==> config.mk <==
export PLATFORM = sky130hd
export DESIGN_NAME = gol_board_engine_flat
export DESIGN_NICKNAME = d
export VERILOG_FILES = /design/src/rtl/gol_board_engine_if.sv /design/src/rtl/gol_board_engine.sv /design/src/flat_wrapper.sv
export SDC_FILE = /design/constraint.sdc
export NUM_CORES = 1
export LEC_CHECK = 0
export CORE_ASPECT_RATIO = 1.5
export CORE_MARGIN = 5
export CORE_UTILIZATION = 65
export DETAILED_ROUTE_END_ITERATION = 10
export PLACE_DENSITY = 0.87
export SYNTH_ARGS = -nofsm -noshare
export SYNTH_HDL_FRONTEND = slang
export SYNTH_SLANG_ARGS = --single-unit
==> constraint.sdc <==
create_clock -name i_clka -period 23.3 [get_ports i_clka]
set_clock_uncertainty 0.1 [all_clocks]
set_input_delay 4.66 -clock i_clka [delete_from_list [all_inputs] [get_ports i_clka]]
set_output_delay 4.66 -clock i_clka [all_outputs]
set_load 0.02 [all_outputs]
==> src/rtl/gol_board_engine_if.sv <==
// rtl/gol_board_engine_if.sv - control/edit inputs and board outputs of the life board engine
interface gol_board_engine_if #(
   parameter int ROWS  = 8,
   parameter int COLS  = 16,
   parameter int IDX_W = 7
);
   logic [1:0]           game_state;
   logic [IDX_W-1:0]     cell_idx;
   logic                 btn0;
   logic                 btn1;
   logic [ROWS*COLS-1:0] board;
   logic                 busy;
   logic                 gen_done;
   logic [15:0]          gen_count;

   modport master (
      output game_state, cell_idx, btn0, btn1,
      input  board, busy, gen_done, gen_count
   );

   modport slave (
      input  game_state, cell_idx, btn0, btn1,
      output board, busy, gen_done, gen_count
   );
endinterface

==> src/rtl/gol_board_engine.sv <==
// rtl/gol_board_engine.sv - Conway B3/S23 board engine, one cell per clock into a shadow buffer with atomic commit; GOL_WRAP_EN selects a toroidal board
module gol_board_engine #(
   parameter int ROWS    = 8,
   parameter int COLS    = 16,
   parameter int IDX_W   = 7,
   parameter int GEN_DIV = 1024
) (
   input  logic              i_clka,
   input  logic              i_rst,
   gol_board_engine_if.slave bus
);
   localparam int N      = ROWS * COLS;
   localparam int TICK_W = (GEN_DIV > 1) ? $clog2(GEN_DIV) : 1;
   localparam int ROW_W  = (ROWS > 1) ? $clog2(ROWS) : 1;
   localparam int COL_W  = (COLS > 1) ? $clog2(COLS) : 1;

   localparam logic [1:0] GS_IDLE    = 2'b00;
   localparam logic [1:0] GS_PROGRAM = 2'b01;
   localparam logic [1:0] GS_RUN     = 2'b10;

   typedef enum logic [1:0] {
      ST_WAIT   = 2'b00,
      ST_CALC   = 2'b01,
      ST_COMMIT = 2'b10
   } state_t;

   state_t            r_state, w_state_nxt;
   logic [TICK_W-1:0] r_tick,  w_tick_nxt;
   logic [IDX_W-1:0]  r_idx,   w_idx_nxt;
   logic [ROW_W-1:0]  r_row,   w_row_nxt;
   logic [COL_W-1:0]  r_col,   w_col_nxt;
   logic              w_commit;
   logic              w_calc_we;

   logic [N-1:0]      r_board;
   logic [N-1:0]      r_shadow;
   logic [15:0]       r_gen_count;
   logic              r_gen_done;

   logic [3:0]        w_ncount;
   logic              w_next_cell;
   logic              w_in_range;
   int                w_rr;
   int                w_cc;
   logic [IDX_W-1:0]  w_nidx;
   logic              w_nb;

   // an edit cursor past the last cell must not touch the board
   assign w_in_range = ({1'b0, bus.cell_idx} < (IDX_W+1)'(N));

   // count the eight neighbours of the cell under scan; row/col counters track idx so no divider is needed
   always_comb begin
      w_ncount = '0;
      w_rr     = 0;
      w_cc     = 0;
      w_nidx   = '0;
      w_nb     = 1'b0;
      for (int dr = -1; dr <= 1; dr++) begin
         for (int dc = -1; dc <= 1; dc++) begin
            w_rr   = int'(r_row) + dr;
            w_cc   = int'(r_col) + dc;
            w_nb   = 1'b0;
            w_nidx = '0;
`ifdef GOL_WRAP_EN
            if (w_rr < 0) w_rr = ROWS - 1;
            else if (w_rr >= ROWS) w_rr = 0;
            if (w_cc < 0) w_cc = COLS - 1;
            else if (w_cc >= COLS) w_cc = 0;
            w_nidx = IDX_W'(w_rr * COLS + w_cc);
            w_nb   = r_board[w_nidx];
`else
            if (w_rr >= 0 && w_rr < ROWS && w_cc >= 0 && w_cc < COLS) begin
               w_nidx = IDX_W'(w_rr * COLS + w_cc);
               w_nb   = r_board[w_nidx];
            end
`endif
            if (!(dr == 0 && dc == 0)) begin
               w_ncount = w_ncount + {3'b000, w_nb};
            end
         end
      end
   end

   // B3/S23: born on exactly 3, survive on 2 or 3
   assign w_next_cell = (w_ncount == 4'd3) || (r_board[r_idx] && (w_ncount == 4'd2));

   // engine next state: IDLE/PROGRAM park the engine, RUN advances, PAUSE only finishes an open scan
   always_comb begin
      w_state_nxt = r_state;
      w_tick_nxt  = r_tick;
      w_idx_nxt   = r_idx;
      w_row_nxt   = r_row;
      w_col_nxt   = r_col;
      w_commit    = 1'b0;
      w_calc_we   = 1'b0;
      if (bus.game_state == GS_IDLE || bus.game_state == GS_PROGRAM) begin
         w_state_nxt = ST_WAIT;
         w_tick_nxt  = '0;
         w_idx_nxt   = '0;
         w_row_nxt   = '0;
         w_col_nxt   = '0;
      end else begin
         case (r_state)
            ST_WAIT: begin
               if (bus.game_state == GS_RUN) begin
                  if (r_tick == TICK_W'(GEN_DIV - 1)) begin
                     w_state_nxt = ST_CALC;
                     w_tick_nxt  = '0;
                     w_idx_nxt   = '0;
                     w_row_nxt   = '0;
                     w_col_nxt   = '0;
                  end else begin
                     w_tick_nxt = r_tick + 1'b1;
                  end
               end
            end
            ST_CALC: begin
               w_calc_we = 1'b1;
               w_idx_nxt = r_idx + 1'b1;
               if (r_col == COL_W'(COLS - 1)) begin
                  w_col_nxt = '0;
                  w_row_nxt = r_row + 1'b1;
               end else begin
                  w_col_nxt = r_col + 1'b1;
               end
               if (r_idx == IDX_W'(N - 1)) begin
                  w_state_nxt = ST_COMMIT;
               end
            end
            ST_COMMIT: begin
               w_commit    = 1'b1;
               w_state_nxt = ST_WAIT;
               w_tick_nxt  = '0;
               w_idx_nxt   = '0;
               w_row_nxt   = '0;
               w_col_nxt   = '0;
            end
            default: begin
               w_state_nxt = ST_WAIT;
            end
         endcase
      end
   end

   // engine state and scan counters
   always_ff @(posedge i_clka or posedge i_rst) begin
      if (i_rst) begin
         r_state <= ST_WAIT;
         r_tick  <= '0;
         r_idx   <= '0;
         r_row   <= '0;
         r_col   <= '0;
      end else begin
         r_state <= w_state_nxt;
         r_tick  <= w_tick_nxt;
         r_idx   <= w_idx_nxt;
         r_row   <= w_row_nxt;
         r_col   <= w_col_nxt;
      end
   end

   // board, shadow and generation bookkeeping; board only changes by edit, clear or commit
   always_ff @(posedge i_clka or posedge i_rst) begin
      if (i_rst) begin
         r_board     <= '0;
         r_shadow    <= '0;
         r_gen_count <= '0;
         r_gen_done  <= 1'b0;
      end else begin
         r_gen_done <= w_commit;
         if (w_calc_we) begin
            r_shadow[r_idx] <= w_next_cell;
         end
         case (bus.game_state)
            GS_IDLE: begin
               r_board     <= '0;
               r_gen_count <= '0;
            end
            GS_PROGRAM: begin
               if (w_in_range && (bus.btn0 ^ bus.btn1)) begin
                  r_board[bus.cell_idx] <= bus.btn1;
               end
            end
            default: begin
               if (w_commit) begin
                  r_board     <= r_shadow;
                  r_gen_count <= r_gen_count + 16'd1;
               end
            end
         endcase
      end
   end

   assign bus.board     = r_board;
   assign bus.busy      = (r_state != ST_WAIT);
   assign bus.gen_done  = r_gen_done;
   assign bus.gen_count = r_gen_count;
endmodule

==> src/flat_wrapper.sv <==
// flat-port wrapper written by rule: the top's interface ports become plain ports
module gol_board_engine_flat 
#(
   parameter int ROWS    = 8,
   parameter int COLS    = 16,
   parameter int IDX_W   = 7,
   parameter int GEN_DIV = 1024
)
  (i_clka, i_rst, bus_game_state, bus_cell_idx, bus_btn0, bus_btn1, bus_board, bus_busy, bus_gen_done, bus_gen_count);
  gol_board_engine_if #(.ROWS(ROWS), .COLS(COLS), .IDX_W(IDX_W)) bus_i ();
  input  logic i_clka;
  input  logic i_rst;
  input wire logic [$bits(bus_i.game_state)-1:0] bus_game_state;
  input wire logic [$bits(bus_i.cell_idx)-1:0] bus_cell_idx;
  input wire logic [$bits(bus_i.btn0)-1:0] bus_btn0;
  input wire logic [$bits(bus_i.btn1)-1:0] bus_btn1;
  output wire logic [$bits(bus_i.board)-1:0] bus_board;
  output wire logic [$bits(bus_i.busy)-1:0] bus_busy;
  output wire logic [$bits(bus_i.gen_done)-1:0] bus_gen_done;
  output wire logic [$bits(bus_i.gen_count)-1:0] bus_gen_count;
  assign bus_i.game_state = bus_game_state;
  assign bus_i.cell_idx = bus_cell_idx;
  assign bus_i.btn0 = bus_btn0;
  assign bus_i.btn1 = bus_btn1;
  assign bus_board = bus_i.board;
  assign bus_busy = bus_i.busy;
  assign bus_gen_done = bus_i.gen_done;
  assign bus_gen_count = bus_i.gen_count;
  gol_board_engine #(.ROWS(ROWS), .COLS(COLS), .IDX_W(IDX_W), .GEN_DIV(GEN_DIV)) u_core (.i_clka(i_clka), .i_rst(i_rst), .bus(bus_i));
endmodule
==> impl_metrics.yaml, run 1 <==
logic_synthesis:
  synth_area_mm2: 0.0207
  syn-num-nets: 2448
  yosysSeqAreaShare: 0.362
  ys_seq_elements: 299
  yosysWarnings: 0
  synth_cell_types: 67
  synth_edf_count: 0
  avgSynthCellArea_um2: 8.59
  syn_inst: 2408
  synthArstFlopShare: 1.00
  synth_flop_cell: "dfrtp_1"
detailed_routing:
  wl_per_cell_um: 27.1
  antenna_left: 0
  drcViolationCount: 0
  vias_per_cell: 7.29
  postRouteWirelength_mm: 77.4
  vias: 20800
  drt_iter0_drc: 3358
  firstDrtPassIters: 7
critical_path:
  crit_end: "u_core.r_shadow[21]"
  path_class: "reg2reg"
  worst_setup_path_start_kind: "flop"
  crit_arrival_ns: 9.71
  crit_fanout: 45
  required_ns: 23.71
  r2r-start: "u_core.r_col[0]"
  r2r_slack_ns: 14.00
  crit_path_start: "u_core.r_col[0]"
  r2r_cells: 23
  r2r-end: "u_core.r_shadow[21]"
  worst_setup_path_end_kind: "flop"
pwr:
  power_density_mw_per_mm2: 62.4
  p_leak_nw: 8.99
  totalPowerFinal_mw: 1.45
  irDropWorstVdd_mv: 0.0627
global_routing:
  grt_antenna_before_repair: 0
  grt_max_degree: 168
  grt_pass1_vias: 20400
  grt-ovfl-total: 0
  grtUsageTotal: 0.426
  grt_pass1_wl_mm: 119
placed_design:
  port_buffers: 158
  dp_hpwl_mm: 50.4
  gp_congestion: 1.06
sta:
  fmax_mhz: 108
  worst_pin_slew_ns: 1.31
  finalMaxSlewViolations: 0
  relSlewSlack: 0.125
  whs_ns: 0.402
  finalSetupViolCount: 0
  timing_hold_violations_final: 0
  timing.final.crit_period_ns: 9.30
  finalCritPeriodShare: 0.399
  final.setup.tns_ns: 0
  rsz0062_at_grt: "false"
clocking:
  clock-sinks: 299
  cts_buffers: 28
  cts_resized: 0
  cts_buffer_depth: 3
  cts_root_buf: "clkbuf_16"
  cts_hold_buf: 0
  clkSlewWorstSetupHoldPaths_ns: 0.07
  cts_setup_buffers: 0
  ctsHtreeMaxLevel: 1
  clock_latency_ns: 0.60
  cts_tree: "done"
floorplan:
  core_region_area_mm2: 0.0316
  initial_core_util: 0.654
  dieArea_mm2: 0.0356
  die_h_um: 228
  die_w_um: 156
  pin_count: 159
  num_rows: 80
layout:
  diodes: 0
  fillers: 2333
  mostFrequentLayoutCells: "395 x a21oi_1, 309 x nand2_1, 297 x dfrtp_1"
  final_common_cell: "a21oi_1"
  layout.nets: 2464
  areaGrowthSynthToFinish_pct: 12.4
  drive_gt1_frac: 0.118
run_status:
  outcome: "finished, final reports clean"
worst_hold_path:
  worstHoldPathType: "reg2reg"
  worstHoldStart: "u_core.r_tick[0]"
job:
  cap_violations: 0
area by class of cell:
class                      count  area (um^2)  area share
multi-input combinational   1864        12200       0.525
timing repair buffer         200         1900      0.0819
inverter                      31          124     0.00533
tap                          410          513      0.0221
clock inverter                13          233      0.0100
clock buffer                  36          791      0.0340
sequential                   299         7490       0.322
logic make-up (layout without fill, tap and decap cells):
family | count (synthesis) | count (layout) | synth area share
XOR/XNOR | 22 | 22 | 0.00968
adder cells (fa/ha/maj) | 27 | 27 | 0.0192
buffers and inverters | 245 | 280 | 0.0519
multiplexers | 267 | 267 | 0.186
AO/OA/AOI/OAI | 735 | 735 | 0.204
AND/OR/NAND/NOR | 813 | 813 | 0.167
flip-flops | 299 | 299 | 0.362
registers in the layout (all words and copies together) (netlist names):
register	flops
u_core.r_tick	10
u_core.r_row	3
u_core.r_idx	7
u_core.bus.gen_count	16
u_core.r_col	4
u_core.bus.board	128
u_core.r_state	2
u_core.bus.gen_done	1
u_core.r_shadow	128
layer usage:
layer	track usage	up-vias	wire, um	part of all wire
met5	0	-	0	0
met4	0.299	0	6990	0.090
met3	0.104	508	9340	0.12
met2	0.659	1714	35300	0.46
met1	0.522	9871	25700	0.33
li1	-	8711	-	-
worst max-delay path, cell delays in order, from the launching register on:
cell,delay (ns)
dfrtp_4,0.85
inv_2,0.30
ha_2,1.16
inv_1,0.64
nor2_1,0.50
a22oi_1,0.17
a31o_2,0.28
mux2i_1,0.21
mux2_2,0.19
o22ai_1,0.07
ha_1,0.28
inv_1,0.05
fa_1,0.53
inv_1,0.06
fa_1,0.56
fa_1,0.20
inv_1,0.06
fa_1,0.38
a211oi_1,0.21
mux2i_1,0.10
or2_2,0.33
o41ai_4,1.08
buf_4,0.57
mux2_2,0.26
power by group:
part	leakage (nW)	total (mW)	internal, mW	switching [mW]
sequential	3.94	0.625	0.547	0.0785
combinational	4.55	0.303	0.124	0.179
clock	0.503	0.523	0.305	0.218
total	8.99	1.45	0.976	0.475
Yosys cell counts, types with 11 or more instances:
cell      count  area share
a22oi_1      20      0.0073
mux2_2       76       0.041
o22ai_1      17      0.0051
buf_2        33      0.0080
nand3_1     118       0.029
o21ai_0     160       0.039
mux4_2       84       0.091
a221oi_1     13      0.0055
nand2b_1     13      0.0039
inv_1        29      0.0053
and3_1       11      0.0033
nor2_1      286       0.052
buf_4        16      0.0058
xnor2_1      13      0.0055
o31ai_1      71       0.026
dfrtp_1     299        0.36
nand2_1     310       0.056
clkbuf_1    151       0.027
a21oi_1     395       0.096
mux2i_1     105       0.051
nor3_1       19      0.0046
ha_1         19       0.011
metrics by stage:
| stage | instance area, um^2 | util | std cells | worst slack (ns) |
|---|---|---|---|---|
| floorplan | 20700 | - | 2408 | 10.28 |
| global placement | 22200 | 0.703 | 2804 | 14.38 |
| detailed placement | 22200 | 0.703 | 2804 | 14.12 |
| CTS | 23200 | 0.735 | 2853 | 14.12 |
| global route | 23200 | 0.735 | 2853 | 13.44 |
| finish | 23200 | 0.735 | 2853 | 14.00 |
how the worst min path moves through the flow:
| stage | to | slack [ns] | depth (start not counted) |
|---|---|---|---|
| after detailed placement | u_core.r_tick[0] | 0.40 | 1 |
| after CTS | u_core.r_tick[0] | 0.40 | 1 |
| after global placement | u_core.r_tick[0] | 0.39 | 1 |
| after floorplan | u_core.r_tick[0] | 0.37 | 1 |
| after global routing | u_core.r_tick[0] | 0.42 | 1 |
| final | u_core.r_tick[0] | 0.40 | 1 |
Power figures use the tool's default switching activity.
==> inputs of run 2 (changes only) <==
Settings changed: CORE_UTILIZATION 65 to 60, PLACE_DENSITY 0.87 to 0.82.
Clock period 23.3 ns to 9.35 ns, I/O delays scaled along.
==> run 2 against run 1 <==
  * Fmax rose by 10%
  * Routed wire length increased by 1.3%
  * Final area is 0.37% higher
  * Clock-buffer cell count up 7
  * Die area up 7.9%
  * Sequential share of layout area down 0.12 points
  * Clock power is 140% higher
  * Non-clock buffer count increased by 5
  * Via count decreased by 0.62%
  * First-iteration DRC count down 14%
  * Combinational power grew 150%
  * Largest cell class unchanged
  * Highest routed layer unchanged
==> impl_metrics.yaml, run 2 (same netlist as run 1, synthesis figures left out) <==
floorplan:
  pin_count: 159
  dieArea_mm2: 0.0384
  initial_core_util: 0.605
  die_w_um: 162
  die_h_um: 237
  core_region_area_mm2: 0.0342
  num_rows: 83
clocking:
  clock_latency_ns: 0.61
  cts_root_buf: "clkbuf_16"
  clock-sinks: 299
  cts_hold_buf: 0
  ctsHtreeMaxLevel: 1
  cts_setup_buffers: 0
  cts_resized: 0
  cts_buffer_depth: 3
  cts_tree: "done"
  cts_buffers: 30
  clkSlewWorstSetupHoldPaths_ns: 0.07
sta:
  timing.final.crit_period_ns: 8.43
  timing_hold_violations_final: 0
  finalSetupViolCount: 0
  finalMaxSlewViolations: 0
  final.setup.tns_ns: 0
  worst_pin_slew_ns: 1.37
  rsz0062_at_grt: "false"
  fmax_mhz: 119
  finalCritPeriodShare: 0.902
  relSlewSlack: 0.0861
detailed_routing:
  firstDrtPassIters: 7
  postRouteWirelength_mm: 78.4
  drt_iter0_drc: 2897
  wl_per_cell_um: 27.2
  vias: 20700
  antenna_left: 0
  drcViolationCount: 0
  vias_per_cell: 7.18
placed_design:
  gp_congestion: 1.04
  dp_hpwl_mm: 51.0
  port_buffers: 158
pwr:
  irDropWorstVdd_mv: 0.162
  power_density_mw_per_mm2: 154
  p_leak_nw: 9.03
  totalPowerFinal_mw: 3.60
critical_path:
  required_ns: 9.72
  crit_fanout: 48
  crit_arrival_ns: 8.81
  r2r_slack_ns: 0.92
  worst_setup_path_end_kind: "flop"
  worst_setup_path_start_kind: "flop"
  path_class: "reg2reg"
global_routing:
  grt_antenna_before_repair: 0
  grtUsageTotal: 0.400
  grt_pass1_vias: 20200
  grt_max_degree: 215
  grt-ovfl-total: 0
  grt_pass1_wl_mm: 120
layout:
  fin_util: 0.683
  mostFrequentLayoutCells: "394 x a21oi_1, 309 x nand2_1, 297 x dfrtp_1"
  areaGrowthSynthToFinish_pct: 12.8
  layout.nets: 2471
  drive_gt1_frac: 0.121
  final_common_cell: "a21oi_1"
  diodes: 0
run_status:
  outcome: "finished, final reports clean"
job:
  cap_violations: 0
worst_hold_path:
  worstHoldPathType: "reg2reg"
-- run 2: cell type report --
class,count,area (um^2)
Multi-Input combinational cell,1864,12200
Fill cell,2716,10800
Sequential cell,299,7490
Timing Repair Buffer,205,1970
Clock buffer,43,870
Tap cell,425,532
Clock inverter,13,159
Inverter,31,120
-- run 2: metal layers --
metal  wire (um)  share of wire  vias up  global-route usage
li1            -              -     8721                   -
met1       26900           0.34     9926               0.493
met2       36100           0.46     1603               0.634
met3        8810           0.11      425              0.0873
met4        6660          0.085        0               0.267
met5           0              0        -                   0
-- run 2: stage by stage --
stage,cell area (um^2),hold slack [ns],instances,setup slack (ns)
global route,23300,0.427,2880,0.602
finish,23300,0.407,2880,0.916
CTS,23300,0.410,2880,0.982
global placement,22300,0.386,2824,1.26
floorplan,20700,0.371,2408,2.27
detailed placement,22300,0.396,2824,1.07
-- run 2: path summary, 6_finish.rpt --
check,from,endpoint,depth (start not counted)
max reg2reg,u_core.r_col[0],u_core.r_shadow[10],22
min in group asynchronous,i_rst,u_core.bus.board[2],2
min reg2reg,u_core.r_shadow[14],u_core.r_shadow[14],1
min,u_core.r_shadow[14],u_core.r_shadow[14],1
max,u_core.r_col[0],u_core.r_shadow[10],22
max in group asynchronous,i_rst,u_core.r_col[0],4
-- run 2: report_power, final --
| part | total (mW) | switching [mW] | internal [mW] | leakage, nW |
|---|---|---|---|---|
| sequential | 1.56 | 0.201 | 1.36 | 3.94 |
| combinational | 0.754 | 0.443 | 0.312 | 4.57 |
| clock | 1.28 | 0.552 | 0.730 | 0.513 |
| total | 3.60 | 1.20 | 2.40 | 9.03 |
-- run 2: worst max-delay path: stages (launching register included) --
cell,delay [ns]
dfrtp_4,0.78
inv_2,0.28
ha_2,0.60
buf_4,0.47
mux4_2,0.56
mux2i_1,0.15
nor2_1,0.06
a31o_2,0.27
mux2i_1,0.27
mux2_2,0.21
o22ai_1,0.07
ha_1,0.28
inv_1,0.05
fa_1,0.53
inv_1,0.05
fa_1,0.50
fa_1,0.58
nor2_1,0.12
o21ai_0,0.16
o311ai_4,1.17
o41ai_4,0.23
buf_4,0.35
mux2_2,0.34
